**config.mk**
```make
export PLATFORM = sky130hd
export DESIGN_NAME = rat_recovery_ctrl
export DESIGN_NICKNAME = d
export VERILOG_FILES = /design/src/rtl/rat_recovery_ctrl.sv
export SDC_FILE = /design/constraint.sdc
export NUM_CORES = 1
export LEC_CHECK = 0
export ABC_AREA = 1
export ABC_CLOCK_PERIOD_IN_PS = 2900
export CAP_MARGIN = 20
export CORE_AREA = 4 4 59 67
export CTS_CLUSTER_SIZE = 14
export DETAILED_ROUTE_END_ITERATION = 6
export DIE_AREA = 0 0 63 71
export PLACE_DENSITY = 0.9
export SYNTH_ARGS = -nofsm -noshare
export SYNTH_HDL_FRONTEND = slang
export SYNTH_SLANG_ARGS = --single-unit
```
**constraint.sdc**
```tcl
create_clock -name clk -period 2.9 [get_ports clk]
set_input_delay 0.29 -clock clk [delete_from_list [all_inputs] [get_ports clk]]
set_output_delay 0.29 -clock clk [all_outputs]
set_load 0.1 [all_outputs]
```
**src/rtl/rat_recovery_ctrl.sv**
```systemverilog
// ============================================================================
// Module   : rat_recovery_ctrl
// Brief    : Rebuilds the speculative RAT from the RRAT after a flush, two
//            architectural registers per cycle, and otherwise forwards the
//            two rename lanes to the RAT write ports. Optional macro
//            RAT_RECOVERY_PERF_EN enables the completed-recovery counter.
// Revision : 1.0 - initial release
// ============================================================================
`default_nettype none

package rob_pkg;
    parameter int NUM_ARCH_REGS = 32;
    parameter int NUM_PHYS_REGS = 64;
endpackage

module rat_recovery_ctrl #(
    parameter int NUM_ARCH_REGS = rob_pkg::NUM_ARCH_REGS,
    parameter int NUM_PHYS_REGS = rob_pkg::NUM_PHYS_REGS,
    localparam int c_AW = $clog2(NUM_ARCH_REGS),
    localparam int c_PW = $clog2(NUM_PHYS_REGS)
) (
    input  logic                  clk,
    input  logic                  rst,
    input  logic                  flush_req_in,
    input  logic [1:0]            rename_valid_in,
    input  logic [1:0][c_AW-1:0]  rename_arch_in,
    input  logic [1:0][c_PW-1:0]  rename_phys_in,
    output logic                  rename_stall_out,
    output logic [1:0][c_AW-1:0]  rrat_rd_addr_out,
    input  logic [1:0][c_PW-1:0]  rrat_rd_data_in,
    output logic [1:0]            rat_wr_valid_out,
    output logic [1:0][c_AW-1:0]  rat_wr_addr_out,
    output logic [1:0][c_PW-1:0]  rat_wr_data_out,
    output logic                  recover_done_out,
    output logic [15:0]           recover_count_out
);

    localparam logic [c_AW-1:0] c_LAST_IDX = c_AW'(NUM_ARCH_REGS - 2);
    localparam logic [c_AW-1:0] c_ONE      = c_AW'(1);
    localparam logic [c_AW-1:0] c_TWO      = c_AW'(2);

    typedef enum logic [1:0] {
        S_IDLE  = 2'd0,
        S_WALK  = 2'd1,
        S_DRAIN = 2'd2
    } state_t;

    state_t          r_state;
    state_t          w_state_nxt;
    logic [c_AW-1:0] r_idx;
    logic [c_AW-1:0] w_idx_nxt;
    logic [c_AW-1:0] r_pend_idx;
    logic            r_pend_valid;
    logic            w_pend_valid_nxt;
    logic            w_done;

    // The pending register remembers which even/odd pair was read last cycle,
    // so the RRAT data returning now can be written to the right RAT entries.
    always_ff @(posedge clk) begin
        if (rst) begin
            r_state      <= S_IDLE;
            r_idx        <= '0;
            r_pend_valid <= 1'b0;
            r_pend_idx   <= '0;
        end else begin
            r_state      <= w_state_nxt;
            r_idx        <= w_idx_nxt;
            r_pend_valid <= w_pend_valid_nxt;
            r_pend_idx   <= r_idx;
        end
    end

    always_comb begin
        w_state_nxt      = r_state;
        w_idx_nxt        = r_idx;
        w_pend_valid_nxt = 1'b0;
        case (r_state)
            S_IDLE: begin
                w_idx_nxt = '0;
                if (flush_req_in) begin
                    w_state_nxt = S_WALK;
                end
            end
            S_WALK: begin
                w_pend_valid_nxt = ~flush_req_in;
                if (flush_req_in) begin
                    w_state_nxt = S_WALK;
                    w_idx_nxt   = '0;
                end else if (r_idx == c_LAST_IDX) begin
                    w_state_nxt = S_DRAIN;
                    w_idx_nxt   = '0;
                end else begin
                    w_idx_nxt   = r_idx + c_TWO;
                end
            end
            S_DRAIN: begin
                w_idx_nxt   = '0;
                w_state_nxt = flush_req_in ? S_WALK : S_IDLE;
            end
            default: begin
                w_state_nxt = S_IDLE;
                w_idx_nxt   = '0;
            end
        endcase
    end

    always_comb begin
        rename_stall_out = (r_state != S_IDLE) || flush_req_in;
        rrat_rd_addr_out = '0;
        rat_wr_valid_out = '0;
        rat_wr_addr_out  = '0;
        rat_wr_data_out  = '0;
        w_done           = 1'b0;

        if (r_state == S_WALK) begin
            rrat_rd_addr_out[0] = r_idx;
            rrat_rd_addr_out[1] = r_idx | c_ONE;
        end

        if (!rst) begin
            case (r_state)
                S_IDLE: begin
                    if (!flush_req_in) begin
                        rat_wr_valid_out = rename_valid_in;
                        rat_wr_addr_out  = rename_arch_in;
                        rat_wr_data_out  = rename_phys_in;
                        // Same-cycle WAW: the younger lane owns the entry.
                        if ((rename_valid_in == 2'b11) &&
                            (rename_arch_in[0] == rename_arch_in[1])) begin
                            rat_wr_valid_out[0] = 1'b0;
                        end
                    end
                end
                S_WALK, S_DRAIN: begin
                    if (r_pend_valid) begin
                        rat_wr_valid_out   = 2'b11;
                        rat_wr_addr_out[0] = r_pend_idx;
                        rat_wr_addr_out[1] = r_pend_idx | c_ONE;
                        rat_wr_data_out    = rrat_rd_data_in;
                    end
                    w_done = (r_state == S_DRAIN);
                end
                default: begin
                    w_done = 1'b0;
                end
            endcase
        end
    end

    assign recover_done_out = w_done;

`ifdef RAT_RECOVERY_PERF_EN
    logic [15:0] r_count;

    always_ff @(posedge clk) begin
        if (rst) begin
            r_count <= '0;
        end else if (w_done && (r_count != 16'hFFFF)) begin
            r_count <= r_count + 16'd1;
        end
    end

    assign recover_count_out = r_count;
`else
    assign recover_count_out = '0;
`endif

endmodule

`default_nettype wire

```
==> results of run 1 <==
## sequential cells by signal (all words and copies together) (netlist names)
signal / cells
r_idx: 4
r_pend_idx: 4
r_state: 2
r_pend_valid: 1
## per-stage QoR
stage	area, um^2	hold slack [ps]	setup slack [ps]	cells
final	2080	475	592	290
after global routing	2080	489	426	290
after CTS	2080	469	571	290
after detailed placement	2060	449	823	286
after global placement	2060	448	847	286
after floorplan	1260	374	179	206
## cell type report
| class | instances | area (um^2) |
|---|---|---|
| clock buffer | 4 | 26.3 |
| inverter | 27 | 101 |
| multi-input combinational | 138 | 741 |
| sequential | 11 | 220 |
| fill | 276 | 1190 |
| tap | 36 | 45.0 |
| timing repair buffer | 74 | 951 |
## cell usage after synthesis
library cell | instances | area (um^2)
sky130_fd_sc_hd__nand2_1 | 46 | 173
sky130_fd_sc_hd__a21oi_1 | 26 | 130
sky130_fd_sc_hd__inv_1 | 24 | 90.1
sky130_fd_sc_hd__buf_4 | 21 | 158
sky130_fd_sc_hd__nand3_1 | 20 | 100
sky130_fd_sc_hd__nor2_1 | 15 | 56.3
sky130_fd_sc_hd__dfxtp_1 | 11 | 220
sky130_fd_sc_hd__buf_2 | 9 | 45.0
sky130_fd_sc_hd__ha_1 | 5 | 62.6
sky130_fd_sc_hd__inv_2 | 3 | 11.3
sky130_fd_sc_hd__a21oi_2 | 1 | 8.76
sky130_fd_sc_hd__conb_1 | 1 | 3.75
sky130_fd_sc_hd__nand2_2 | 1 | 6.26
sky130_fd_sc_hd__nor2_2 | 1 | 6.26
sky130_fd_sc_hd__nor3_1 | 1 | 5.00
sky130_fd_sc_hd__nor3_2 | 1 | 10.0
sky130_fd_sc_hd__o211ai_1 | 1 | 7.51
sky130_fd_sc_hd__o21ai_0 | 1 | 5.00
sky130_fd_sc_hd__or2_1 | 1 | 6.26
sky130_fd_sc_hd__xnor2_1 | 1 | 8.76
## path summary, 6_finish.rpt
| path | startpoint | to | slack, ps | depth (start not counted) |
|---|---|---|---|---|
| max | r_state[0] | rat_wr_addr_out[5] | 590 | 5 |
| min | r_idx[2] | r_pend_idx[2] | 480 | 2 |
| max reg2reg | r_state[0] | r_state[1] | 1380 | 7 |
| min reg2reg | r_idx[2] | r_pend_idx[2] | 480 | 2 |
## power by group
group	leakage, nW	internal (mW)	switching (mW)
Clock	0.0150	0.0532	0.0505
Combinational	0.802	0.181	0.446
Sequential	0.0892	0.158	0.0101
## routing by layer
layer  track usage (%)  vias to the layer above
met3              3.02                        2
met1              17.6                      610
met5                 0                        -
met2              28.6                       46
met4              2.94                        0
li1                  -                      684
## worst min-delay path, stage by stage (launching register included)
cell                      delay (ps)
sky130_fd_sc_hd__dfxtp_1         340
sky130_fd_sc_hd__inv_1            60
sky130_fd_sc_hd__nor2_1           30
## logic make-up (layout without fill, tap and decap cells)
group / after synthesis / count (layout) / synth area share, %
xor gates and xnor gates: 1 / 1 / 0.787
AOI/OAI and AO/OA: 29 / 29 / 13.6
and+or+nand+nor: 86 / 86 / 32.6
adders and majority gates: 5 / 5 / 5.62
DFF: 11 / 11 / 19.8
other: 1 / 17 / 0.337
buffers and inverters: 57 / 105 / 27.3
==> flow_summary.yaml, run 1 <==
global_routing:
  grt_first_pass_wirelength_um: 5640
  grt_start_max_net_pins: 25
  via_count_of_the_first_global_routing_pass: 1238
  antenna_found_initial: 0
  grt_overflow_total: 0
  track_usage_pct: 15.2
cells_and_area:
  antenna_cells: 0
  drive_above_1_share_pct: 27.6
  most_common_cell_after_layout_fill_and_taps_aside: "sky130_fd_sc_hd__nand2_1"
  mostFrequentLayoutCells: "sky130_fd_sc_hd__nand2_1, sky130_fd_sc_hd__clkdlybuf4s50_1, sky130_fd_sc_hd__inv_1, sky130_fd_sc_hd__a21oi_2, sky130_fd_sc_hd__buf_12"
  layout.core_utilization_pct: 63.6
  areaGrowthSynthToFinish_pct: 87.2
  layout.nets: 299
worst_setup_path:
  timing.critical_path.to_type: "output port"
  critical_path.cell_chain: "inv_1, ha_1, nand2_1, a21oi_2, buf_12"
  timing.critical_path.buf_inv: 2
  cpMaxStageDelayCell: "sky130_fd_sc_hd__ha_1"
  criticalPathCategory: "flip-flop to output port"
  crit_path_start_kind: "flip-flop"
  required_ps: 2610
  crit_fanout: 17
  worst-endpoint-arrival_ps: 2020
  cp_slowest_stage_delay_ps: 610
  cpLargestDelayFamily: "adder cells"
yosys:
  count_of_warnings_emitted_by_yosys: 0
  yosysUniqueCellTypes: 20
  synth_area_um2: 1110
  synthesis.instances: 190
  synth.yosys.seq_area_share_pct: 19.8
  synth_seq_cells: 11
  synth.avg_cell_area_um2: 5.86
hold_path:
  holdCritPathClass: "flip-flop to flip-flop"
pwr:
  power_mw: 0.898
  p_leak_nw: 0.906
  powerDensity_nw_per_um2: 431
  ir_worst_vdd_uv: 311
timing:
  relSlewSlack_pct: 60.6
  fin_crit_period_ps: 2310
  tightest_slew_ps: 590
  fmaxAchievable_ghz: 0.433
  layout_worst_path_cycle_share_pct: 79.6
  rsz0062_at_grt: "false"
  finalSetupTns_ps: 0
  timing.final.hold_violations: 0
  finClkSkew_ps: 1.76
  slew_violations: 0
  finalSetupViolations: 0
clock_network:
  post_cts_resize_count: 0
  clock_sinks: 11
  clk_root_buffer_cell: "sky130_fd_sc_hd__clkbuf_4"
  cts.path.max_buffers: 2
  clk-insertion-delay-late_ps: 260
  cts.reportedPaths.clkPinSlew_ps: 70
  post_cts_hold_buffer_count: 0
  cts_tree: "yes"
  ctsHtreeMaxLevel: 1
  post-cts-setup-buffer-count: 0
  inserted_clock_buffers: 3
placed_design:
  placement.io_buffers: 73
  hpwlAfterDp_um: 2930
  place.gp.congestion: 0.844
routing:
  postRouteWirelength_um: 3520
  antenna_left: 0
  per_cell_via_count_in_the_routed_design: 4.63
  dr.first_iter.drc_count: 67
  post-route-drc-count: 0
  drtPass1Iterations: 4
  routed-wl-met2_um: 1870
  route.layer.met1.wl_um: 1410
  post_drt_wl_per_cell_um: 12.1
  route.vias.total: 1342
  met3_length_um: 219
  top_layer_used: "met4"
die:
  rows: 22
  initial_utilization_pct: 34.0
  floorplan.io_pins: 91
  floorplan_core_area_um2: 3280
  floorplan_die_area_um2: 4470
  dieHeight_um: 71
  width_of_the_chip_um: 63
job:
  max_cap_viol_count: 0
run_status:
  result_of_the_run: "finished, final reports clean"
Power figures use the tool's default switching activity.
==> inputs of run 2 (changes only) <==
ABC_CLOCK_PERIOD_IN_PS = 2300   (was 2900)
CORE_AREA = 4 4 61 68   (was 4 4 59 67)
DIE_AREA = 0 0 65 72   (was 0 0 63 71)
PLACE_DENSITY = 0.86   (was 0.9)
clock period = 2.3 ns   (was 2.9 ns; I/O delays follow)
==> run 2 against run 1 <==
Compared with the run above:
- combinational power increased by 37%
- sequential share of layout area down 1.3 points
- hold slack got worse by 5.9 ps
- critical path depth up 1
- sequential power grew 27%
- clock skew up 1.0 ps
- global-route usage is 1.3 points higher
- count of clock-buffer cells in the layout fell by 1
- via count is 2.6% higher
- first-iteration DRC count shrank 15%
- setup slack got worse by 440 ps
- register-to-register slack lost 620 ps
==> flow_summary.yaml, run 2 (synthesis gave the netlist of run 1 again) <==
cells_and_area:
  areaGrowthSynthToFinish_pct: 114
  antenna_cells: 0
  mostFrequentLayoutCells: "sky130_fd_sc_hd__nand2_1, sky130_fd_sc_hd__clkdlybuf4s50_1, sky130_fd_sc_hd__buf_12"
  most_common_cell_after_layout_fill_and_taps_aside: "sky130_fd_sc_hd__nand2_1"
  layout_top_registers: "r_idx x4, r_pend_idx x4, r_state x2"
  layout.nets: 302
  register_area_um2: 220
  fillers: 283
  footprint_of_the_multi_input_gates_um2: 923
  drive_above_1_share_pct: 31.5
  finish.cell_count_without_fillers: 307
clock_network:
  clock_sinks: 11
  clk_root_buffer_cell: "sky130_fd_sc_hd__clkbuf_8"
  cts.path.max_buffers: 2
  post_cts_hold_buffer_count: 0
  cts_tree: "yes"
  post-cts-setup-buffer-count: 0
  cts.reportedPaths.clkPinSlew_ps: 50
  post_cts_resize_count: 0
  ctsHtreeMaxLevel: 1
  inserted_clock_buffers: 3
  clk-insertion-delay-late_ps: 240
worst_setup_path:
  worst-endpoint-arrival_ps: 1910
  crit_path_start: "r_state[0]"
  crit_path_start_kind: "flip-flop"
  crit_fanout: 13
  critical_path.cell_chain: "inv_1, ha_1, buf_4, nand3_1, a21oi_4, buf_12"
  cpMaxStageDelayCell: "sky130_fd_sc_hd__dfxtp_1"
  worstRegToRegCells: 7
  timing.critical_path.to_type: "output port"
  cp_slowest_stage_delay_ps: 390
  worstSetupPathDepth: 6
  timing.critical_path.buf_inv: 3
  criticalPathCategory: "flip-flop to output port"
  cpLargestDelayFamily: "buffers and inverters"
  r2r-start: "r_state[0]"
  required_ps: 2070
timing:
  finalSetupViolations: 0
  layout_worst_path_cycle_share_pct: 93.2
  fmaxAchievable_ghz: 0.466
  rsz0062_at_grt: "false"
  finClkSkew_ps: 2.76
  fin_crit_period_ps: 2140
  tightest_slew_ps: 592
  timing.final.hold_violations: 0
  slew_violations: 0
  relSlewSlack_pct: 60.5
hold_path:
  holdCritPathClass: "flip-flop to flip-flop"
  worst_hold_path.num_cells: 2
  hp-start: "r_idx[2]"
die:
  width_of_the_chip_um: 65
  floorplan_core_area_um2: 3540
  floorplan.io_pins: 91
  rows: 23
  initial_utilization_pct: 31.5
  dieHeight_um: 72
  floorplan_die_area_um2: 4680
global_routing:
  via_count_of_the_first_global_routing_pass: 1388
  grt_overflow_total: 0
  track_usage_pct: 16.5
  grt_first_pass_wirelength_um: 6220
  grt_start_max_net_pins: 24
  antenna_found_initial: 0
routing:
  route.vias.total: 1377
  dr.first_iter.drc_count: 57
  per_cell_via_count_in_the_routed_design: 4.49
  postRouteWirelength_um: 3960
  drtPass1Iterations: 4
  antenna_left: 0
  post-route-drc-count: 0
  post_drt_wl_per_cell_um: 12.9
placed_design:
  place.gp.congestion: 0.749
  hpwlAfterDp_um: 3410
  placement.io_buffers: 73
  post-place-cells: 303
pwr:
  p_leak_nw: 0.919
  ir_worst_vdd_uv: 347
  powerDensity_nw_per_um2: 532
  power_mw: 1.27
run_status:
  result_of_the_run: "finished, final reports clean"
job:
  max_cap_viol_count: 0
-- run 2: cell types whose count changed in the layout (fill, tap and decap cells not counted), sizes merged --
cell | before | now
buf | 36 | 39
clkbuf | 4 | 3
clkinv | 0 | 1
clkinvlp | 0 | 4
inv | 27 | 23
-- run 2: report_power, final --
| group | leakage, nW | internal, mW | switching [mW] |
|---|---|---|---|
| combinational | 0.804 | 0.263 | 0.597 |
| clock | 0.0255 | 0.119 | 0.0734 |
| sequential | 0.0892 | 0.200 | 0.0137 |
| total | 0.919 | 0.582 | 0.684 |
-- run 2: worst paths after layout --
path / to / slack (ps)
max: rat_wr_data_out[3] / 160
min: r_pend_idx[2] / 470
max reg2reg: r_state[1] / 760
min reg2reg: r_pend_idx[2] / 470
-- run 2: metal layers --
metal  vias to the layer above  share of wire [%]  track usage [%]
li1                        687                  -                -
met1                       637                 36             16.2
met2                        49                 57             35.0
met3                         4                5.5             2.32
met4                         0                1.4             3.99
met5                         -                  0                0
-- run 2: cell type report --
class                      instances  share of cell area [%]
timing repair buffer              77                    42.5
multi-input combinational        138                    38.8
sequential                        11                    9.25
inverter                          27                    4.89
tap                               50                    2.63
clock buffer                       3                    1.74
clock inverter                     1                   0.210
-- run 2: worst reg2reg max path, delay by kind of cell, from the launching register on --
kind	cells	cell delay (ps)
flip-flops	1	390
buffers and inverters	2	260
AND/OR/NAND/NOR	2	220
AO/OA/AOI/OAI	2	380
adder cells (fa/ha/maj)	1	220
-- run 2: through the flow --
| step | cell area [um^2] | utilization [%] | setup TNS [ps] | setup WS [ps] | hold WS, ps |
|---|---|---|---|---|---|
| after floorplan | 1460 | - | -182 | -182 | 314 |
| after global placement | 2330 | 65.8 | 0 | 348 | 451 |
| after detailed placement | 2330 | 65.8 | 0 | 304 | 463 |
| after CTS | 2370 | 67.1 | 0 | 91.5 | 466 |
| after global routing | 2380 | 67.2 | 0 | 45.9 | 495 |
| final | 2380 | 67.2 | 0 | 156 | 470 |
